`src/rtl/i2c_pkg.sv`:
```
// Shared state encoding, bus-level constants and pointer helper for the
// fabric I2C register target.
package i2c_pkg;

   typedef enum logic [3:0] {
      IDLE,
      ADDR,
      ADDR_ACK,
      PTR,
      PTR_ACK,
      WDATA,
      WDATA_ACK,
      RDATA,
      RDATA_MACK,
      IGNORE
   } state_t;

   localparam logic ACK         = 1'b0;
   localparam logic NACK        = 1'b1;
   localparam int   SYNC_STAGES = 2;

   // Register pointer advance with wrap from the last register back to 0.
   function automatic logic [7:0] ptr_next(input logic [7:0] ptr, input logic [7:0] last);
      return (ptr == last) ? 8'd0 : ptr + 8'd1;
   endfunction

endpackage

```
`src/rtl/i2c_sync_edge.sv`:
```
// Pad-input synchronizer with a history flop; reports the synchronized level
// and single-cycle rise/fall pulses.
module i2c_sync_edge
   import i2c_pkg::*;
(
   input  logic clk,
   input  logic rst_n,
   input  logic din,
   output logic level,
   output logic rise,
   output logic fall
);

   logic [SYNC_STAGES:0] sh;

   // Reset to the idle-high bus level so no edge is reported out of reset.
   always_ff @(posedge clk or negedge rst_n) begin
      if (!rst_n) sh <= '1;
      else        sh <= {sh[SYNC_STAGES-1:0], din};
   end

   assign level = sh[SYNC_STAGES-1];
   assign rise  = level & ~sh[SYNC_STAGES];
   assign fall  = ~level & sh[SYNC_STAGES];

endmodule

```
`src/rtl/i2c_reg_target.sv`:
```
// I2C target exposing a byte-register write/read port to fabric logic.
// Pure responder: 7-bit addressing, no clock stretching, no general call.
module i2c_reg_target
   import i2c_pkg::*;
#(
   parameter logic [6:0] DEV_ADDR = 7'h42,
   parameter int         NUM_REGS = 8
)(
   input  logic       FAB_CLK,
   input  logic       MSS_RESET_N,
   input  logic       SCL_IN,
   input  logic       SDA_IN,
   output logic       SDA_OE,
   output logic [7:0] REG_ADDR,
   output logic [7:0] REG_WDATA,
   output logic       REG_WR_STB,
   input  logic [7:0] REG_RDATA,
   output logic       REG_RD_STB,
   output logic       BUSY
);

   localparam logic [7:0] LAST_REG  = 8'(NUM_REGS - 1);
   localparam logic [8:0] REG_LIMIT = 9'(NUM_REGS);

   logic scl, scl_rise, scl_fall;
   logic sda, sda_rise, sda_fall;

   i2c_sync_edge u_scl_sync (
      .clk   (FAB_CLK),
      .rst_n (MSS_RESET_N),
      .din   (SCL_IN),
      .level (scl),
      .rise  (scl_rise),
      .fall  (scl_fall)
   );

   i2c_sync_edge u_sda_sync (
      .clk   (FAB_CLK),
      .rst_n (MSS_RESET_N),
      .din   (SDA_IN),
      .level (sda),
      .rise  (sda_rise),
      .fall  (sda_fall)
   );

   state_t     state;
   logic [6:0] shreg;
   logic [2:0] bit_cnt;
   logic       rw;
   logic       ack_on;
   logic [7:0] byte_in;
   logic       start_det;
   logic       stop_det;

   // The 8th bit is never stored: the byte is evaluated on its own SCL rise.
   assign byte_in   = {shreg, sda};
   assign start_det = sda_fall & scl;
   assign stop_det  = sda_rise & scl;

   always_ff @(posedge FAB_CLK or negedge MSS_RESET_N) begin
      if (!MSS_RESET_N) begin
         state      <= IDLE;
         shreg      <= '0;
         bit_cnt    <= '0;
         rw         <= 1'b0;
         ack_on     <= 1'b0;
         SDA_OE     <= 1'b0;
         REG_ADDR   <= '0;
         REG_WDATA  <= '0;
         REG_WR_STB <= 1'b0;
         REG_RD_STB <= 1'b0;
         BUSY       <= 1'b0;
      end else begin
         REG_WR_STB <= 1'b0;
         REG_RD_STB <= 1'b0;
         if (start_det) begin
            state   <= ADDR;
            bit_cnt <= '0;
            ack_on  <= 1'b0;
            SDA_OE  <= 1'b0;
            BUSY    <= 1'b0;
         end else if (stop_det) begin
            state   <= IDLE;
            bit_cnt <= '0;
            ack_on  <= 1'b0;
            SDA_OE  <= 1'b0;
            BUSY    <= 1'b0;
         end else begin
            case (state)
               ADDR, PTR, WDATA: begin
                  if (scl_rise) begin
                     if (bit_cnt == 3'd7) begin
                        bit_cnt <= '0;
                        ack_on  <= 1'b0;
                        if (state == ADDR) begin
                           if (byte_in[7:1] == DEV_ADDR) begin
                              state <= ADDR_ACK;
                              rw    <= byte_in[0];
                              BUSY  <= 1'b1;
                           end else begin
                              state <= IGNORE;
                           end
                        end else if (state == PTR) begin
                           // Out-of-range pointer: stay silent (NACK), keep REG_ADDR.
                           if ({1'b0, byte_in} < REG_LIMIT) begin
                              REG_ADDR <= byte_in;
                              state    <= PTR_ACK;
                           end else begin
                              state <= IGNORE;
                           end
                        end else begin
                           REG_WDATA  <= byte_in;
                           REG_WR_STB <= 1'b1;
                           state      <= WDATA_ACK;
                        end
                     end else begin
                        shreg   <= byte_in[6:0];
                        bit_cnt <= bit_cnt + 3'd1;
                     end
                  end
               end

               ADDR_ACK, PTR_ACK, WDATA_ACK: begin
                  if (scl_fall) begin
                     if (!ack_on) begin
                        SDA_OE <= ~ACK;
                        ack_on <= 1'b1;
                     end else begin
                        ack_on <= 1'b0;
                        if (state == ADDR_ACK && rw) begin
                           shreg      <= REG_RDATA[6:0];
                           SDA_OE     <= ~REG_RDATA[7];
                           REG_RD_STB <= 1'b1;
                           state      <= RDATA;
                        end else begin
                           SDA_OE <= 1'b0;
                           state  <= (state == ADDR_ACK) ? PTR : WDATA;
                           if (state == WDATA_ACK) REG_ADDR <= ptr_next(REG_ADDR, LAST_REG);
                        end
                     end
                  end
               end

               RDATA: begin
                  if (scl_rise) begin
                     if (bit_cnt == 3'd7) begin
                        bit_cnt <= '0;
                        ack_on  <= 1'b0;
                        state   <= RDATA_MACK;
                     end else begin
                        bit_cnt <= bit_cnt + 3'd1;
                     end
                  end else if (scl_fall) begin
                     SDA_OE <= ~shreg[6];
                     shreg  <= {shreg[5:0], 1'b0};
                  end
               end

               RDATA_MACK: begin
                  // Pointer advances on the ACK rise so REG_RDATA settles before the next load.
                  if (scl_fall) begin
                     if (!ack_on) begin
                        SDA_OE <= 1'b0;
                        ack_on <= 1'b1;
                     end else begin
                        ack_on     <= 1'b0;
                        shreg      <= REG_RDATA[6:0];
                        SDA_OE     <= ~REG_RDATA[7];
                        REG_RD_STB <= 1'b1;
                        state      <= RDATA;
                     end
                  end else if (scl_rise && ack_on) begin
                     if (sda == NACK) begin
                        ack_on <= 1'b0;
                        state  <= IGNORE;
                     end else begin
                        REG_ADDR <= ptr_next(REG_ADDR, LAST_REG);
                     end
                  end
               end

               default: ;
            endcase
         end
      end
   end

endmodule

```
`config.mk`:
```
export PLATFORM = sky130hd
export DESIGN_NAME = i2c_reg_target
export DESIGN_NICKNAME = d
export VERILOG_FILES = /design/src/rtl/i2c_pkg.sv /design/src/rtl/i2c_sync_edge.sv /design/src/rtl/i2c_reg_target.sv
export SDC_FILE = /design/constraint.sdc
export NUM_CORES = 1
export LEC_CHECK = 0
export BUFFER_PORTS_ARGS = -buffer_cell sky130_fd_sc_hd__buf_2
export CORE_ASPECT_RATIO = 0.9
export CORE_MARGIN = 2
export CORE_UTILIZATION = 62
export DETAILED_ROUTE_END_ITERATION = 10
export GPL_ROUTABILITY_DRIVEN = 0
export PLACE_DENSITY = 0.85
export SYNTH_ARGS = -nofsm -noshare
export SYNTH_HDL_FRONTEND = slang
export SYNTH_HIERARCHICAL = 1
export SYNTH_SLANG_ARGS = --single-unit
export TNS_END_PERCENT = 100
```
`constraint.sdc`:
```
create_clock -name FAB_CLK -period 5.6 [get_ports FAB_CLK]
set_input_delay 0 -clock FAB_CLK [delete_from_list [all_inputs] [get_ports FAB_CLK]]
set_output_delay 0 -clock FAB_CLK [all_outputs]
set_load 0.005 [all_outputs]
```
# Word-level counts from Yosys, hierarchy flattened
# Index checks and enable logic that the tools add are counted.
classes:
  n_reduce_logical: 25
  n_eq_ne: 43
  muxes: 90
  bitwise: 16
  n_lt_le_gt_ge: 1
  addsub: 2
op_table:
  columns: ["cell", "count"]
  rows:
  - ["8-bit two-way mux", 13]
  - ["4-bit two-way mux", 16]
  - ["7-bit two-way mux", 9]
  - ["1-bit two-way mux", 39]
  - ["2-bit != test, second input constant", 18]
  - ["4-bit != test, second input constant", 9]
  - ["7-bit case mux with 4 select lines", 1]
  - ["8-bit case mux with 3 select lines", 1]
  - ["3-bit two-way mux", 7]
  - ["3-bit nonzero test", 7]
  - ["4-bit by 3-bit == test with 1-bit output, second input constant", 4]
  - ["4-bit case mux with 4 select lines", 1]
  - ["15-bit AND reduction", 1]
  - ["7-bit AND reduction", 2]
  - ["12-bit AND reduction", 1]
  - ["5-bit != test, second input constant", 2]
  - ["1-bit inverter", 10]
  - ["10-bit AND reduction", 1]
  - ["5-bit AND reduction", 2]
  - ["5-bit nonzero test", 2]
  - ["8-bit by 1-bit adder with 8-bit output, second input constant", 1]
  - ["4-bit by 2-bit == test with 1-bit output, second input constant", 2]
  - ["8-bit by 3-bit == test with 1-bit output, second input constant", 1]
  - ["8-bit by 4-bit less-than comparator with 1-bit output, second input constant", 1]
  - ["other kinds (17)", 26]
word_totals:
  out_inout_bits: 20
  regBits: 42

# Logic depth before layout (Yosys ltp)
logic_depth:
  ltp_word: 9
  ltp_mapped: 9

# By module
# The synthesis kept the hierarchy.
by_module_without_submodules:
  columns: ["module", "instances", "seq_area_each_um2", "cells_per_inst", "area_each_um2"]
  rows:
  - ["i2c_reg_target", 1, 900.9, 233, 2179.6]
  - ["i2c_sync_edge", 2, 78.8, 5, 93.8]

# Worst setup path after synthesis
# No wires, ideal clock.
synth_timing:
  path_kind: "register to register"
  startpoint: "register shreg[4]"
  endpoint: "register REG_ADDR[0]"
  arrival_ns: 2.506
  path_stages_with_launch: 7
  setup_slack_ns: 2.969
  required_ns: 5.475
  n_path_buf: 1
  cell_sequence: "dfrtp_1 or4_4 or4_4 a2111oi_4 and2_1 buf_6 mux2_4"
synth_between:
  elab_chain_cells: 3
synth_rtl:
  columns: ["item", "line_no", "rtl"]
  rows:
  - ["from (decl)", "i2c_reg_target.sv:47", "logic [6:0] shreg;"]
  - ["from (signal assigned)", "i2c_reg_target.sv:117", "shreg <= byte_in[6:0];"]
  - ["from (signal assigned)", "i2c_reg_target.sv:131", "shreg <= REG_RDATA[6:0];"]
  - ["from (signal assigned)", "i2c_reg_target.sv:155", "shreg <= {shreg[5:0], 1'b0};"]
  - ["8-bit by 4-bit less-than comparator with 1-bit output", "i2c_reg_target.sv:105", "if ({1'b0, byte_in} < REG_LIMIT) begin"]
  - ["2-bit != test (no line)", null, null]
  - ["15-bit AND reduction (no line)", null, null]
  - ["to (signal assigned)", "i2c_reg_target.sv:106", "REG_ADDR <= byte_in;"]
  - ["to (signal assigned)", "i2c_reg_target.sv:138", "if (state == WDATA_ACK) REG_ADDR <= ptr_next(REG_ADDR, LAST_REG);"]
  - ["to (signal assigned)", "i2c_reg_target.sv:177", "REG_ADDR <= ptr_next(REG_ADDR, LAST_REG);"]
  - ["to (decl)", "i2c_reg_target.sv:14", "output logic [7:0] REG_ADDR,"]
# No other way between the ends.
# A chain may end at the register's enable or synchronous reset.

# Worst setup path in the final report
layout_timing:
  startpoint: "register state[0]"
  endpoint: "register REG_ADDR[0]"
layout_between:
  elab_chain_cells: 4
layout_rtl:
  columns: ["item", "line_no", "rtl"]
  rows:
  - ["from (decl)", "i2c_reg_target.sv:46", "state_t state;"]
  - ["from (signal assigned)", "i2c_reg_target.sv:137", "state <= (state == ADDR_ACK) ? PTR : WDATA;"]
  - ["4-bit by 2-bit == test with 1-bit output, or another cell as far along", "i2c_reg_target.sv:89, i2c_reg_target.sv:130", null]
  - ["3-bit OR reduction or 1-bit logical AND (tied branches)", "i2c_reg_target.sv:89, i2c_reg_target.sv:130", null]
  - ["2-bit != test (no line) or 3-bit nonzero test (tied branches)", null, null]
  - ["15-bit AND reduction (no line)", null, null]
# Parallel ways exist; a longest one is shown, timed or not.

==> impl_metrics.yaml <==
critical_path:
  cp_slowest_cell: "or4b_1"
  worstPathRequired_ns: 5.78
  end_kind: "flip-flop"
  startpoint_type: "flip-flop"
  crit_family: "simple AND/OR/NAND/NOR gates"
  critPathBufInv: 0
  critical_path_class: "reg -> reg"
  slowest_delay_ns: 0.78
  crit_arrival_ns: 3.26
  crit_fanout: 19
  path_cells: "or4b_1 -> o21a_1 -> a2111oi_4 -> and2_1 -> mux2_4"
sta:
  min_period_ns: 3.08
  worst_slack_ns: 2.52
  tns_ns: 0
  hold_violations: 1
  skew_ns: 0.00598
  rsz0062_at_grt: "false"
  final.period_utilization_pct: 54.9
  tightest_slew_ns: 1.02
  clock.fmax_mhz: 325
  setup_violations: 0
  slew_headroom_pct: 31.4
  finalMaxSlewViolations: 0
  whs_ns: -0.00175
floorplan:
  fp-row-count: 21
  start_util_pct: 64.4
  die_h_um: 62.6
  io_pins: 32
  core_um2: 3680
  dieArea_um2: 4330
  chipWidth_um: 69.1
placement:
  placed_area_um2: 2520
  dp_cells: 306
  portBuffers: 31
  dp_hpwl_mm: 3.68
  pre_cts_slack_ns: 2.61
logic_synthesis:
  synth_cell_type_count: 57
  synth.area.top_cells: "dfrtp_1 38%, dfstp_2 6.7%, nand2_1 5.2%"
  synth_top_area_share_pct: 38.1
  synth-seq-cells: 42
  synthesis.nets: 258
  synth_edf_count: 0
  yosysWarnings: 6
  avgSynthCellArea_um2: 9.74
  ys.flop_type: "dfrtp_1"
  netlist_instances: 243
  ys_seq_area_share_pct: 44.7
  synth_area_um2: 2370
  synthArstFlopShare_pct: 100
  synth_top_cell_by_area: "dfrtp_1"
final_layout:
  syn2layout_area_growth_pct: 12.8
  final_cell_mix: "36 x dfrtp_1, 33 x nand2_1, 31 x buf_2, 16 x a21oi_1"
  n_fill_cell: 266
  drive_above_1_share_pct: 23.5
  nets: 286
  final_common_cell: "dfrtp_1"
  final-instance-count-excl-fill: 318
  num_antenna_cells: 0
  fin_area_um2: 2670
drt:
  drt_drc_violations_left: 0
  dr_total_vias: 2102
  first_pass_iters: 6
  viasPerCell: 6.61
  drtIter0Drc: 333
  wirelength_mm: 5.40
  antenna_left: 0
  detail_route.wl_per_cell_um: 17.0
power:
  leakage_nw: 1.17
  ir_drop_mv: 0.269
  power.density_nw_per_um2: 489
clock_network:
  clk_path_buf_depth: 2
  cts_sinks: 42
  post_cts_resized: 0
  cts.clk_slew.worst_paths_ns: 0.08
  tritoncts: "built"
  cts_setup_buffers: 0
  htreeDepth: 2
  clock_latency_ns: 0.29
  cts_buffers: 5
  cts_root_buffer: "clkbuf_8"
global_routing:
  overflow: 0
  antenna_found_initial: 0
  grt_pass1_vias: 1877
  grt_max_degree: 43
  track_usage_pct: 25.5
  grt_pass1_wl_mm: 8.92
run:
  maxCapViolations: 0
status:
  violations: "negative hold slack"
  status: "finished, violations left"
min_path:
  holdCritPathClass: "in -> reg"
==> synth_stat cells (3+ instances only) <==
cell / count
a22o_1: 5
a31oi_1: 3
nor2b_1: 5
mux2_2: 10
a21oi_1: 16
nand4b_1: 3
o21ai_0: 7
clkbuf_1: 11
nor2_1: 12
nor3_1: 3
o211ai_1: 5
nand3_1: 12
buf_2: 3
nand2_1: 33
ha_1: 3
dfrtp_1: 36
nand2b_1: 5
a41oi_1: 6
o22a_1: 3
dfstp_2: 6
mux2i_1: 3
==> routing by layer <==
layer	share of wire, %	vias up	wire length, um	track usage [%]
met1	45	1000	2440	36.5
met3	8.0	19	432	4.19
met4	2.3	0	124	8.09
li1	-	974	-	-
met2	45	109	2400	39.9
met5	0	-	0	0
==> sequential cells by signal (all words and copies together) (netlist names) <==
| register | flops |
|---|---|
| REG_ADDR | 8 |
| REG_WDATA | 8 |
| shreg | 7 |
| state | 4 |
| bit_cnt | 3 |
| u_scl_sync/sh | 3 |
| u_sda_sync/sh | 3 |
| BUSY | 1 |
| REG_RD_STB | 1 |
| REG_WR_STB | 1 |
| SDA_OE | 1 |
| ack_on | 1 |
| rw | 1 |
==> worst register-to-register path: cells and delay by family (launching register included) <==
| kind | cells | cell delay (ns) |
|---|---|---|
| AO/OA/AOI/OAI | 2 | 0.87 |
| flip-flops | 1 | 0.59 |
| multiplexers | 1 | 0.33 |
| AND/OR/NAND/NOR | 2 | 1.19 |
==> metrics by stage <==
stage          util (%)  total power [mW]  hold WS (ns)
2_1_floorplan         -             0.906        -0.296
3_3_place_gp       68.6              1.03         0.105
3_5_place_dp       68.6              1.05         0.106
4_1_cts            72.6              1.29      0.000835
5_1_grt            72.6              1.39       0.00438
6_report           72.6              1.30      -0.00175
==> logic make-up after synthesis <==
| family | count (synthesis) | share of synthesized area (%) |
|---|---|---|
| DFF | 42 | 44.7 |
| adders and majority gates | 3 | 1.59 |
| AOI/OAI and AO/OA | 69 | 21.4 |
| and+or+nand+nor | 97 | 22.3 |
| muxes | 14 | 6.66 |
| buffers and inverters | 18 | 3.33 |
==> path summary, 6_finish.rpt <==
path / from / end / slack, ns / depth (start not counted)
setup / recovery: state[0] / REG_ADDR[0] / 2.52 / 5
hold / removal: REG_RDATA[5] / shreg[5] / -0.002 / 3
setup reg to reg: state[0] / REG_ADDR[0] / 2.52 / 5
hold reg to reg: u_scl_sync/sh[0] / u_scl_sync/sh[1] / 0.36 / 0
max in group asynchronous: MSS_RESET_N / shreg[3] / 4.63 / 2
min in group asynchronous: MSS_RESET_N / state[3] / 0.40 / 2
==> final cells by class <==
type	instances	area [um2]	area share [%]
Clock buffer	7	76.3	2.86
Clock inverter	1	30.0	1.12
Inverter	2	7.51	0.281
Multi-Input combinational cell	183	1230	46.1
Sequential cell	42	1060	39.6
Tap cell	46	57.6	2.16
Timing Repair Buffer	37	210	7.87
==> where the power goes <==
group / internal, mW / switching, mW
Clock: 0.133 / 0.103
Combinational: 0.236 / 0.349
Sequential: 0.370 / 0.115
Total: 0.739 / 0.566
==> timing repair <==
action / CTS / global route
hold endpoints to repair: 39 / 0
endpoints found under the setup margin: 0 / 0
hold buffers: 4 / 0
(Power assumes the default switching activity.)
